<file path="config.mk">
export PLATFORM = sky130hd
export DESIGN_NAME = board_select
export DESIGN_NICKNAME = d
export VERILOG_FILES = /design/src/rtl/bingo_pkg.sv /design/src/rtl/board_select_lowest_unused.sv /design/src/rtl/board_select.sv
export SDC_FILE = /design/constraint.sdc
export NUM_CORES = 1
export LEC_CHECK = 0
export CELL_PAD_IN_SITES_DETAIL_PLACEMENT = 0
export CELL_PAD_IN_SITES_GLOBAL_PLACEMENT = 1
export CORE_ASPECT_RATIO = 1.4
export CORE_UTILIZATION = 44
export CTS_CLUSTER_DIAMETER = 120
export DETAILED_ROUTE_END_ITERATION = 8
export PLACE_DENSITY = 0.81
export SLEW_MARGIN = 40
export SYNTH_ARGS = -nofsm -noshare
export SYNTH_HDL_FRONTEND = slang
export SYNTH_SLANG_ARGS = --single-unit
</file>
<file path="constraint.sdc">
create_clock -name clk -period 6.1 [get_ports clk]
set_input_delay 0.915 -clock clk [delete_from_list [all_inputs] [get_ports clk]]
set_output_delay 0.915 -clock clk [all_outputs]
set_load 0.05 [all_outputs]
</file>
<file path="src/rtl/bingo_pkg.sv">
// Shared types and helpers for the bingo board number-entry blocks.
package bingo_pkg;

  localparam int MAX_SIDE = 9;

  typedef enum logic [1:0] {
    IDLE = 2'd0,
    SEL  = 2'd1,
    AUTO = 2'd2,
    FIN  = 2'd3
  } sel_state_e;

  typedef struct packed {
    logic       ok;
    logic [7:0] value;
  } bcd_dec_t;

  // ok flags that both digits are decimal; value is only meaningful when ok is set
  function automatic bcd_dec_t bcd2bin(input logic [7:0] bcd);
    bcd_dec_t r;
    r.ok    = (bcd[7:4] <= 4'd9) && (bcd[3:0] <= 4'd9);
    r.value = ({4'd0, bcd[7:4]} * 8'd10) + {4'd0, bcd[3:0]};
    return r;
  endfunction

endpackage

</file>
<file path="src/rtl/board_select_lowest_unused.sv">
// Priority encoder returning the lowest number (1-based) whose used bit is clear.
module lowest_unused #(
  parameter int CELLS = 25,
  parameter int NUM_W = 5
) (
  input  logic [CELLS-1:0] used_i,
  output logic [NUM_W-1:0] value_o,
  output logic             found_o
);

  // Scan downward so the lowest free entry is the last one to win
  always_comb begin
    value_o = '0;
    found_o = 1'b0;
    for (int i = CELLS - 1; i >= 0; i--) begin
      if (!used_i[i]) begin
        value_o = NUM_W'(i + 1);
        found_o = 1'b1;
      end else begin
        value_o = value_o;
      end
    end
  end

endmodule

</file>
<file path="src/rtl/board_select.sv">
// Collects a permutation of 1..SIDE^2 from BCD keypad entries into a packed board map.
module board_select
  import bingo_pkg::*;
#(
  parameter int SIDE  = 5,
  parameter int CELLS = SIDE * SIDE,
  parameter int NUM_W = $clog2(CELLS + 1)
) (
  input  logic                   clk,
  input  logic                   rst,
  input  logic                   interboard_rst,
  input  logic                   start_sel,
  input  logic [7:0]             cur_number_BCD,
  input  logic                   enter_pulse,
  input  logic                   undo_pulse,
  input  logic                   auto_fill,
  output logic                   sel_done,
  output logic                   busy,
  output logic                   reject_pulse,
  output logic [NUM_W-1:0]       filled_count,
  output logic [CELLS*NUM_W-1:0] map
);

  localparam int IDX_W = $clog2(CELLS);

  sel_state_e               state_q, state_d;
  logic [CELLS*NUM_W-1:0]   map_q, map_d;
  logic [CELLS-1:0]         used_q, used_d;
  logic [NUM_W-1:0]         cnt_q, cnt_d;
  logic                     rej_q, rej_d;

  bcd_dec_t                 dec_s;
  logic                     ent_ok_s;
  logic                     full_s;
  logic [IDX_W-1:0]         ent_idx_s;
  logic [IDX_W-1:0]         wr_slot_s;
  logic [IDX_W-1:0]         undo_slot_s;
  logic [NUM_W-1:0]         undo_val_s;
  logic [IDX_W-1:0]         undo_idx_s;
  logic [NUM_W-1:0]         low_val_s;
  logic [IDX_W-1:0]         low_idx_s;
  logic                     low_found_s;

  lowest_unused #(
    .CELLS (CELLS),
    .NUM_W (NUM_W)
  ) u_lowest (
    .used_i  (used_q),
    .value_o (low_val_s),
    .found_o (low_found_s)
  );

  // The used-bit lookup is masked by the range test, so an out-of-range index is harmless
  assign dec_s       = bcd2bin(cur_number_BCD);
  assign ent_idx_s   = IDX_W'(dec_s.value - 8'd1);
  assign ent_ok_s    = dec_s.ok && (dec_s.value >= 8'd1) && (dec_s.value <= 8'(CELLS))
                       && !used_q[ent_idx_s];
  assign full_s      = (cnt_q == NUM_W'(CELLS));
  assign wr_slot_s   = IDX_W'(cnt_q);
  assign undo_slot_s = IDX_W'(cnt_q - NUM_W'(1));
  assign undo_val_s  = map_q[undo_slot_s*NUM_W +: NUM_W];
  assign undo_idx_s  = IDX_W'(undo_val_s - NUM_W'(1));
  assign low_idx_s   = IDX_W'(low_val_s - NUM_W'(1));

  // Next-state decode for the FSM, board map, used bitmap and reject strobe
  always_comb begin
    state_d = state_q;
    map_d   = map_q;
    used_d  = used_q;
    cnt_d   = cnt_q;
    rej_d   = 1'b0;
    case (state_q)
      IDLE: begin
        if (start_sel) begin
          state_d = SEL;
          map_d   = '0;
          used_d  = '0;
          cnt_d   = '0;
        end else begin
          state_d = IDLE;
        end
      end
      SEL: begin
        if (full_s) begin
          state_d = FIN;
        end else if (enter_pulse && undo_pulse) begin
          rej_d = 1'b1;
        end else if (enter_pulse) begin
          if (ent_ok_s) begin
            map_d[wr_slot_s*NUM_W +: NUM_W] = NUM_W'(dec_s.value);
            used_d[ent_idx_s]               = 1'b1;
            cnt_d                           = cnt_q + NUM_W'(1);
          end else begin
            rej_d = 1'b1;
          end
        end else if (undo_pulse) begin
          if (cnt_q != '0) begin
            map_d[undo_slot_s*NUM_W +: NUM_W] = '0;
            used_d[undo_idx_s]                = 1'b0;
            cnt_d                             = cnt_q - NUM_W'(1);
          end else begin
            rej_d = 1'b1;
          end
        end else if (auto_fill) begin
          state_d = AUTO;
        end else begin
          state_d = SEL;
        end
      end
      AUTO: begin
        if (full_s) begin
          state_d = FIN;
        end else if (low_found_s) begin
          map_d[wr_slot_s*NUM_W +: NUM_W] = low_val_s;
          used_d[low_idx_s]               = 1'b1;
          cnt_d                           = cnt_q + NUM_W'(1);
        end else begin
          state_d = AUTO;
        end
      end
      FIN:     state_d = IDLE;
      default: state_d = IDLE;
    endcase
  end

  // State registers; the sibling board's clear acts like reset but on the clock edge
  always_ff @(posedge clk or posedge rst) begin
    if (rst) begin
      state_q <= IDLE;
      map_q   <= '0;
      used_q  <= '0;
      cnt_q   <= '0;
      rej_q   <= 1'b0;
    end else if (interboard_rst) begin
      state_q <= IDLE;
      map_q   <= '0;
      used_q  <= '0;
      cnt_q   <= '0;
      rej_q   <= 1'b0;
    end else begin
      state_q <= state_d;
      map_q   <= map_d;
      used_q  <= used_d;
      cnt_q   <= cnt_d;
      rej_q   <= rej_d;
    end
  end

  assign busy         = (state_q == SEL) || (state_q == AUTO);
  assign sel_done     = (state_q == FIN);
  assign reject_pulse = rej_q;
  assign filled_count = cnt_q;
  assign map          = map_q;

endmodule
</file>
# Word level (Yosys, flattened, before mapping)
# Cells that the tools add are included.
[totals]
output_inout_bits = 133
elab_cells = 179
reg_bits = 158
in_bits = 15
[classes]
n_lt_le_gt_ge = 10
shift = 6
n_reduce_logical = 15
mul = 3
addsub = 8
n_mux = 112
bitwise_logic = 4
n_eq_ne = 16
[ops]
columns = ["cell", "n"]
rows = [
  ["2-to-1 mux 125 bit", 10],
  ["bitwise mux 125 bit", 3],
  ["case mux 125 bit (3 select lines)", 1],
  ["2-to-1 mux 25 bit", 10],
  ["variable shift 5 x 34 -> 125 bit (first input constant)", 2],
  ["variable part select 5 x 34 -> 125 bit", 2],
  ["2-to-1 mux 5 bit", 35],
  ["variable part select 125 x 9 -> 5 bit", 1],
  ["variable part select 5 x 34 -> 125 bit (first input constant)", 1],
  ["case mux 25 bit (3 select lines)", 1],
  ["negator 8 -> 34 bit", 2],
  ["OR 25 bit", 2],
  ["2-to-1 mux 1 bit", 38],
  ["!= test 4 bit (second input constant)", 7],
  ["bitwise AND 25 bit", 1],
  ["NOT 25 bit", 1],
  ["subtractor 5 x 1 -> 5 bit (second input constant)", 4],
  ["< comparator 5 x 6 -> 1 bit (second input constant)", 3],
  ["multiplier 5 x 3 -> 8 bit (second input constant)", 2],
  ["2-to-1 mux 2 bit", 8],
  ["demux 1 bit (select 5 bit)", 3],
  [">= comparator 5 x 1 -> 1 bit (second input constant)", 3],
  ["!= test 3 bit (second input constant)", 5],
  ["case mux 5 bit (3 select lines)", 1],
  ["19 further kinds", 28],
]

# Logic depth before layout (Yosys ltp)
# Gate-level depths: netlist of run 1.
[depth]
word_depth = 35
depth_mapped = 17
mapped_depth_nobuf = 12

# Cells and area by module
# Synthesis of run 1 repeated with hierarchy kept, for this count alone.
[unflattened]
hier_cells = 1187
area_unflattened_um2 = 10682.7
[modules_own_cells]
columns = ["module", "area_per_inst_um2", "cells_per_inst", "n_inst", "seq_area_each_um2"]
rows = [
  ["board_select", 10396.2, 1134, 1, 3953.8],
  ["lowest_unused", 286.5, 53, 1, 0.0],
]

# Worst setup path before layout of run 1
# No wires, ideal clock.
[synth_path]
path_type = "register -> register"
from = "register cnt_q[0] (netlist: filled_count[0])"
to = "register used_q[16]"
setup_slack_ns = 2.054
path_buffers = 5
path_stages_with_launch = 15
setup_time_ns = 0.123
required_time_ns = 5.977
t_arrival_ns = 3.923
path_cell_list = "dfrtp_1 buf_6 buf_6 buf_4 inv_1 ha_1 buf_2 clkbuf_1 nor2_1 a22o_1 o311ai_1 nand3_2 or4_1 a41oi_2 o2bb2ai_1"
[synth_via]
elab_chain_cells = 17
word_cells_on_any_way = 24
classes_between = "add/sub (2); mul (1); order compare (2); eq/ne (4); shift (1); mux (9); bitwise (2); reduce/logical (3)"
[synth_rtl]
columns = ["element", "line_no", "text"]
rows = [
  ["from (decl)", "board_select.sv:29", "logic [NUM_W-1:0] cnt_q, cnt_d;"],
  ["from (signal assigned)", "board_select.sv:144", "cnt_q <= cnt_d;"],
  ["subtractor 5 x 1 -> 5 bit", "board_select.sv:60", "assign undo_slot_s = IDX_W'(cnt_q - NUM_W'(1));"],
  ["multiplier 5 x 3 -> 8 bit", "board_select.sv:61", "assign undo_val_s = map_q[undo_slot_s*NUM_W +: NUM_W];"],
  ["variable part select 125 x 9 -> 5 bit", "board_select.sv:61", ""],
  ["subtractor 5 x 1 -> 5 bit", "board_select.sv:62", "assign undo_idx_s = IDX_W'(undo_val_s - NUM_W'(1));"],
  ["< comparator 5 x 6 -> 1 bit (implied by the code) or >= comparator 5 x 1 -> 1 bit (tied branches)", "board_select.sv:99", "used_d[undo_idx_s] = 1'b0;"],
  ["logical AND 1 bit (implied by the code)", "board_select.sv:99", ""],
  ["2-to-1 mux 1 bit (implied by the code)", "board_select.sv:99", ""],
  ["demux 1 bit (select 5 bit)", "board_select.sv:99", ""],
  ["NOT 25 bit (no line)", "n/a", ""],
  ["bitwise AND 25 bit (no line)", "n/a", ""],
  ["2-to-1 mux 25 bit", "board_select.sv:97", "if (cnt_q != '0) begin"],
  ["2-to-1 mux 25 bit", "board_select.sv:96", "end else if (undo_pulse) begin"],
  ["2-to-1 mux 25 bit", "board_select.sv:88", "end else if (enter_pulse) begin"],
  ["2-to-1 mux 25 bit", "board_select.sv:86", "end else if (enter_pulse && undo_pulse) begin"],
  ["2-to-1 mux 25 bit", "board_select.sv:84", "if (full_s) begin"],
  ["case mux 25 bit (3 select lines)", "board_select.sv:72", "case (state_q)"],
  ["2-to-1 mux 25 bit", "board_select.sv:134", "end else if (interboard_rst) begin"],
  ["to (signal assigned)", "board_select.sv:143", "used_q <= used_d;"],
  ["to (decl)", "board_select.sv:28", "logic [CELLS-1:0] used_q, used_d;"],
]
# Parallel ways exist; a longest one is shown, timed or not. The select of a mux whose other input is x is not followed.
# A chain may end at the register's enable or synchronous reset.

# Worst setup path after layout of run 1
[layout_path]
from = "input port cur_number_BCD[1]"
to = "register map_q[76] (netlist: map[76])"
[layout_via]
elab_chain_cells = 9
word_cells_on_any_way = 22
classes_between = "add/sub (2); order compare (3); eq/ne (1); shift (1); mux (9); reduce/logical (6)"
[layout_rtl]
columns = ["element", "line_no", "text"]
rows = [
  ["from (decl)", "board_select.sv:13", "input logic [7:0] cur_number_BCD,"],
  ["parallel branches: the longest is 9 deep, another holds adder 8 x 4 -> 8 bit", "n/a", ""],
  ["to (signal assigned)", "board_select.sv:142", "map_q <= map_d;"],
  ["to (decl)", "board_select.sv:27", "logic [CELLS*NUM_W-1:0] map_q, map_d;"],
]
# Parallel ways; which one is timed is not known. The select of a mux whose other input is x is not followed.

==> results of run 1 <==
worst max-delay path, delay by kind of cell:
family / cells / cell delay, ns
fa+ha+maj: 2 / 1.11
compound gates: 3 / 0.62
xor+xnor: 1 / 0.44
mux: 1 / 0.41
buf+inv: 2 / 0.93
simple gates: 3 / 0.98
state kept, by name (all words and copies together) (netlist names):
| signal | flops |
|---|---|
| filled_count | 5 |
| map | 125 |
| reject_pulse | 1 |
| used_q | 25 |
| state_q | 2 |
layer usage:
| metal | wire [um] | part of all wire [%] | global-route usage [%] | up-vias |
|---|---|---|---|---|
| li1 | - | - | - | 5988 |
| met1 | 23000 | 34 | 50.6 | 7025 |
| met4 | 7060 | 10 | 39.8 | 4 |
| met2 | 30400 | 45 | 73.6 | 1166 |
| met3 | 7440 | 11 | 14.1 | 427 |
| met5 | 21 | 0.031 | 0 | - |
synth_stat cells, types with 9 or more instances:
master / count / area [um2]
a211o_1: 12 / 105
a211oi_1: 9 / 67.6
a21o_1: 11 / 82.6
a21oi_1: 117 / 586
a221o_1: 9 / 90.1
a22o_1: 51 / 447
a22oi_1: 28 / 210
a31oi_1: 29 / 181
a32oi_1: 12 / 105
a41oi_1: 9 / 78.8
and2_1: 14 / 87.6
and3_1: 11 / 68.8
buf_2: 27 / 135
clkbuf_1: 64 / 240
dfrtp_1: 158 / 3950
ha_1: 24 / 300
inv_1: 54 / 203
mux2i_1: 23 / 230
mux4_2: 34 / 766
nand2_1: 152 / 571
nand2b_1: 9 / 56.3
nand3_1: 47 / 235
nand4_1: 16 / 100
nor2_1: 105 / 394
nor2b_1: 13 / 81.3
nor3_1: 43 / 215
nor4_1: 16 / 100
o211ai_1: 13 / 97.6
o21a_1: 9 / 67.6
o21ai_0: 93 / 465
o21ai_1: 19 / 95.1
o22ai_1: 39 / 244
o2bb2ai_1: 18 / 158
o31ai_1: 10 / 75.1
o32ai_1: 23 / 201
stage by stage:
stage	cells	power, mW	hold WS [ns]	instance area, um2
after floorplan	1479	1.52	0.511	12600
after global placement	1949	1.77	0.503	14500
after detailed placement	1949	1.77	0.499	14500
after CTS	1981	2.81	0.526	15100
after global routing	1983	2.91	0.551	15200
final	1983	2.86	0.527	15200
how the worst max path moves through the flow:
stage,cells past startpoint,start,end
detailed placement,12,cur_number_BCD[1],map[76]
floorplan,1,rst,filled_count[0]
global placement,12,cur_number_BCD[1],map[77]
finish,12,cur_number_BCD[1],map[76]
global route,12,cur_number_BCD[1],map[76]
CTS,12,cur_number_BCD[1],map[76]
cell type report:
type                            count  area (um2)
Inverter                           55         211
Clock inverter                     13         106
Clock buffer                       19         443
Tap cell                          375         469
Fill cell                        2732       13100
Antenna cell                        1        2.50
Timing Repair Buffer              206        1930
Sequential cell                   158        3960
Multi-Input combinational cell   1156        8070
cells by family (layout without fill, tap and decap cells):
group	after synthesis	after routing	synth area share, %
muxes	65	65	8.60
DFF	158	158	31.3
buffers and inverters	165	293	5.65
other	0	1	0
AOI/OAI and AO/OA	587	587	32.7
and+or+nand+nor	465	465	17.9
xor gates and xnor gates	13	13	1.25
adders and majority gates	26	26	2.69
power groups by stage:
stage | Clock (mW) | Sequential, mW | Combinational (mW)
final | 1.06 | 1.05 | 0.744
after floorplan | 0 | 1.08 | 0.442
after CTS | 1.06 | 1.05 | 0.702
after detailed placement | 0 | 1.07 | 0.699
after global placement | 0 | 1.07 | 0.695
after global routing | 1.10 | 1.05 | 0.764
==> run_results.csv, run 1 <==
group,metric,value,unit
routing,drt-initial-drc-count,1594,
die,io_pins,148,
global_routing,track_usage,46.3,%
cells_and_area,nets,1635,
routing,drc,0,
place,hpwl,48.4,mm
die,die_w,145,um
routing,wire_per_inst,34.3,um
clock_tree,clk_path_buf_depth,2,
clock_tree,clock_latency,0.47,ns
worst_setup_path,endpoint_kind,"flip-flop",
place,gp_congestion,1.02,
clock_tree,clk_pin_slew,0.07,ns
clock_tree,hold_buffers,0,
timing,tns,0,ns
timing,finalCriticalPeriod,5.04,ns
min_path,whs_path_depth,1,
worst_setup_path,worstSetupPathType,"input port to flip-flop",
clock_tree,cts_htree_levels,4,
global_routing,grt_overflow,0,
power_and_ir_drop,swShare,37.7,%
min_path,min_to,"map[14]",
power_and_ir_drop,sequentialPowerShare,36.9,%
synthesis,synth_cells,1479,
timing,maxSlewHeadroom,37.0,%
min_path,min_from,"map[14]",
synthesis,ys_seq_area_share,31.3,%
run_status,outcome,"completed",
die,start_util,44.6,%
cells_and_area,final_util,53.6,%
worst_setup_path,reg2reg_depth,11,
place,portBuffers,147,
timing,hold_viol,0,
synthesis,synth_flop_cell,"dfrtp_1",
timing,fin_ws,1.06,ns
clock_tree,root_buffer,"clkbuf_16",
routing,first_pass_iters,6,
cells_and_area,drive_gt1_share,11.9,%
clock_tree,cts_tree,"built",
routing,avgViaCountPerCell,7.37,
timing,rsz0062_at_grt,"no",
worst_setup_path,r2r-start,"filled_count[0]",
die,core_area,0.0283,mm2
worst_setup_path,cp_slowest_cell,"fa_1",
global_routing,grt_pass1_wl,98.5,mm
cells_and_area,mostFrequentLayoutCells,"dfrtp_1 (157), nand2_1 (151), clkdlybuf4s50_1 (146), a21oi_1 (116), nor2_1 (101)",
synthesis,yosys_register_bits,158,
die,rows,73,
timing,max_slew.worst_pin.slew,0.942,ns
cells_and_area,mostFrequentLayoutCell,"dfrtp_1",
power_and_ir_drop,p_leak,5.53,nW
power_and_ir_drop,ir_drop,0.191,mV
flow_run,cap_viol_max_count,0,
power_and_ir_drop,p_per_area,188,mW/mm2
worst_setup_path,cp_data_arrival_time,5.44,ns
routing,wl,67.9,mm
power_and_ir_drop,p_int,1.78,mW
worst_setup_path,cpPeakStageDelay,0.86,ns
power_and_ir_drop,combPwrFrac,26.0,%
clock_tree,ctsResizeCount,0,
synthesis,synthArstFlopShare,100,%
global_routing,antenna_found_initial,5,
die,fp.dieH,202,um
worst_setup_path,reg2reg_to,"used_q[16]",
power_and_ir_drop,switchingPower,1.08,mW
synthesis,syn_avg_cell_area,8.54,um2
timing,skew,0.0157,ns
clock_tree,cts.sinks,158,
routing,postRouteAntennaNets,0,
timing,maxSlewViolCount,0,
clock_tree,postCtsSetupRepairBufs,0,
synthesis,ys_warn_count,0,
min_path,hold_path.class,"flip-flop to flip-flop",
synthesis,synth_edf_count,0,
die,die_area,0.0294,mm2
timing,setup_viol,0,
timing,finalCritPeriodShare,82.6,%
routing,num_vias,14600,
worst_setup_path,cp_max_fo,38,
worst_setup_path,cp-start-kind,"input port",
global_routing,grt_max_degree,74,
synthesis,synthesis.area,0.0126,mm2
cells_and_area,area_growth,20.2,%
place,post-place-ws,0.726,ns
power_and_ir_drop,clockPowerShare,37.1,%
synthesis,synth_nets,1520,
timing,max_freq,0.198,GHz
synthesis,synthDistinctLibCells,98,
worst_setup_path,crit_chain,"clkdlybuf4s50_1 > ha_1 > fa_1 > nor3_2 > xnor2_2 > mux2_2 > and2_4 > or4_1 > a21oi_4 > buf_4 > a221o_1 > a22o_1",
global_routing,grt_pass1_vias,14200,
worst_setup_path,crit_required,6.50,ns
clock_tree,numCtsBuffers,17,
worst_setup_path,reg2reg_slack,1.53,ns
Power figures use the tool's default switching activity.
==> inputs of run 2 (changes only) <==
==> constraint.sdc (replaced) <==
create_clock -name clk -period 4.93 [get_ports clk]
set_input_delay 0.7395 -clock clk [delete_from_list [all_inputs] [get_ports clk]]
set_output_delay 0.7395 -clock clk [all_outputs]
set_load 0.05 [all_outputs]
==> run_results.csv, run 2 (synthesis gave the netlist of run 1 again) <==
group,metric,value,unit
place,post-place-ws,0.181,ns
clock_tree,ctsResizeCount,0,
clock_tree,clk_path_buf_depth,2,
worst_setup_path,cpPeakStageDelay,0.61,ns
worst_setup_path,cp_max_fo,14,
die,core_area,0.0283,mm2
cells_and_area,drive_gt1_share,14.4,%
worst_setup_path,reg2reg_slack,0.50,ns
clock_tree,cts.sinks,158,
cells_and_area,mostFrequentLayoutCells,"dfrtp_1 (157), nand2_1 (152), clkdlybuf4s50_1 (146), a21oi_1 (116), buf_4 (109)",
place,portBuffers,147,
cells_and_area,nets,1689,
place,hpwl,49.1,mm
routing,wl,69.0,mm
routing,first_pass_iters,9,
clock_tree,numCtsBuffers,17,
min_path,hold_path.class,"flip-flop to flip-flop",
clock_tree,hold_buffers,0,
global_routing,grt_overflow,0,
timing,finalCriticalPeriod,4.43,ns
worst_setup_path,cp_slowest_cell,"nor4_1",
worst_setup_path,crit_required,5.28,ns
global_routing,grt_pass1_vias,14300,
flow_run,cap_viol_max_count,0,
cells_and_area,antenna_cells,0,
routing,drc,2,
worst_setup_path,path_buf_inv,2,
cells_and_area,final_area,0.0156,mm2
power_and_ir_drop,ir_drop,0.280,mV
timing,hold_viol,0,
clock_tree,postCtsSetupRepairBufs,0,
timing,maxSlewHeadroom,36.3,%
clock_tree,cts_tree,"built",
timing,whs,0.526,ns
timing,skew,0.0112,ns
global_routing,antenna_found_initial,4,
global_routing,track_usage,46.8,%
routing,num_vias,14800,
global_routing,grt_max_degree,119,
min_path,min_from,"map[123]",
clock_tree,root_buffer,"clkbuf_16",
cells_and_area,fillers,2641,
clock_tree,cts_htree_levels,4,
power_and_ir_drop,p_leak,5.80,nW
routing,avgViaCountPerCell,7.29,
timing,max_slew.worst_pin.slew,0.955,ns
timing,setup_viol,0,
worst_setup_path,cp-start-kind,"flip-flop",
routing,drt-initial-drc-count,1779,
worst_setup_path,worstSetupPathType,"flip-flop to flip-flop",
die,io_pins,148,
run_status,violations,"DRC",
power_and_ir_drop,p_per_area,237,mW/mm2
place,gp_congestion,1.02,
timing,fin_ws,0.502,ns
die,die_area,0.0294,mm2
cells_and_area,register_area,0.00396,mm2
worst_setup_path,endpoint_kind,"flip-flop",
place,placed_cell_area,0.0150,mm2
die,fp.dieH,202,um
timing,maxSlewViolCount,0,
routing,postRouteAntennaNets,0,
clock_tree,clk_pin_slew,0.07,ns
cells_and_area,final_util,55.2,%
cells_and_area,multi_input_area,0.00804,mm2
routing,wire_per_inst,33.9,um
worst_setup_path,cp_data_arrival_time,4.78,ns
clock_tree,clock_latency,0.47,ns
cells_and_area,mostFrequentLayoutCell,"dfrtp_1",
timing,max_freq,0.226,GHz
die,die_w,145,um
worst_setup_path,crit_chain,"inv_1 > ha_1 > xor2_4 > buf_4 > nor2_1 > a31o_1 > o22ai_1 > nand2b_1 > nor4_1 > nor3_1 > a221o_1",
worst_setup_path,crit_start,"filled_count[0]",
worst_setup_path,r2r-start,"filled_count[0]",
worst_setup_path,critical-path-top-delay-family,"simple AND/OR/NAND/NOR gates",
run_status,outcome,"finished with violations",
timing,finalCritPeriodShare,89.8,%
die,rows,73,
cells_and_area,area_growth,23.7,%
timing,rsz0062_at_grt,"no",
cells_and_area,largest_reg_flops,125,
die,start_util,44.6,%
global_routing,grt_pass1_wl,99.0,mm
## run 2: changes by cell type in the layout (fill, tap and decap cells not counted), sizes merged
cell,change
diode,-1
buf,+54
bufinv,+2
inv,-5
clkinvlp,+1
clkinv,+2
## run 2: per-layer routing
metal	wire, um	GRT usage (%)
met1	23200	51.9
met2	31100	73.9
met3	7560	13.0
met4	7070	41.0
met5	43	0
## run 2: per-stage QoR
stage	TNS, ns	cells	power, mW
2_1_floorplan	0	1479	1.88
3_3_place_gp	-0.0521	2004	2.28
3_5_place_dp	0	2004	2.29
4_1_cts	0	2036	3.65
5_1_grt	0	2036	3.76
6_report	0	2036	3.70
## run 2: worst register-to-register path, cell delays in order (launching register included)
cell      delay [ns]
dfrtp_2         0.41
inv_1           0.26
ha_1            0.47
xor2_4          0.56
buf_4           0.38
nor2_1          0.18
a31o_1          0.25
o22ai_1         0.50
nand2b_1        0.32
nor4_1          0.61
nor3_1          0.10
a221o_1         0.28
## run 2: area by class of cell
cell class	instances	share of cell area [%]
clock inverter	13	0.889
clock buffer	19	2.83
tap	375	3.00
multi-input combinational	1156	51.5
inverter	55	1.35
sequential	158	25.3
timing repair buffer	260	15.1
## run 2: report_power, final
group / internal [mW] / leakage, nW / total, mW / switching, mW
clock: 0.759 / 0.272 / 1.38 / 0.626
sequential: 1.30 / 2.21 / 1.30 / 0.00364
combinational: 0.305 / 3.33 / 1.01 / 0.705
## run 2: path summary, 6_finish.rpt
check                                       end  depth (start not counted)
worst max-delay path                 used_q[15]                         11
worst min-delay path                   map[123]                          1
worst max register to register       used_q[15]                         11
worst min register to register         map[123]                          1
max in group asynchronous       filled_count[0]                          3
min in group asynchronous             used_q[9]                          3
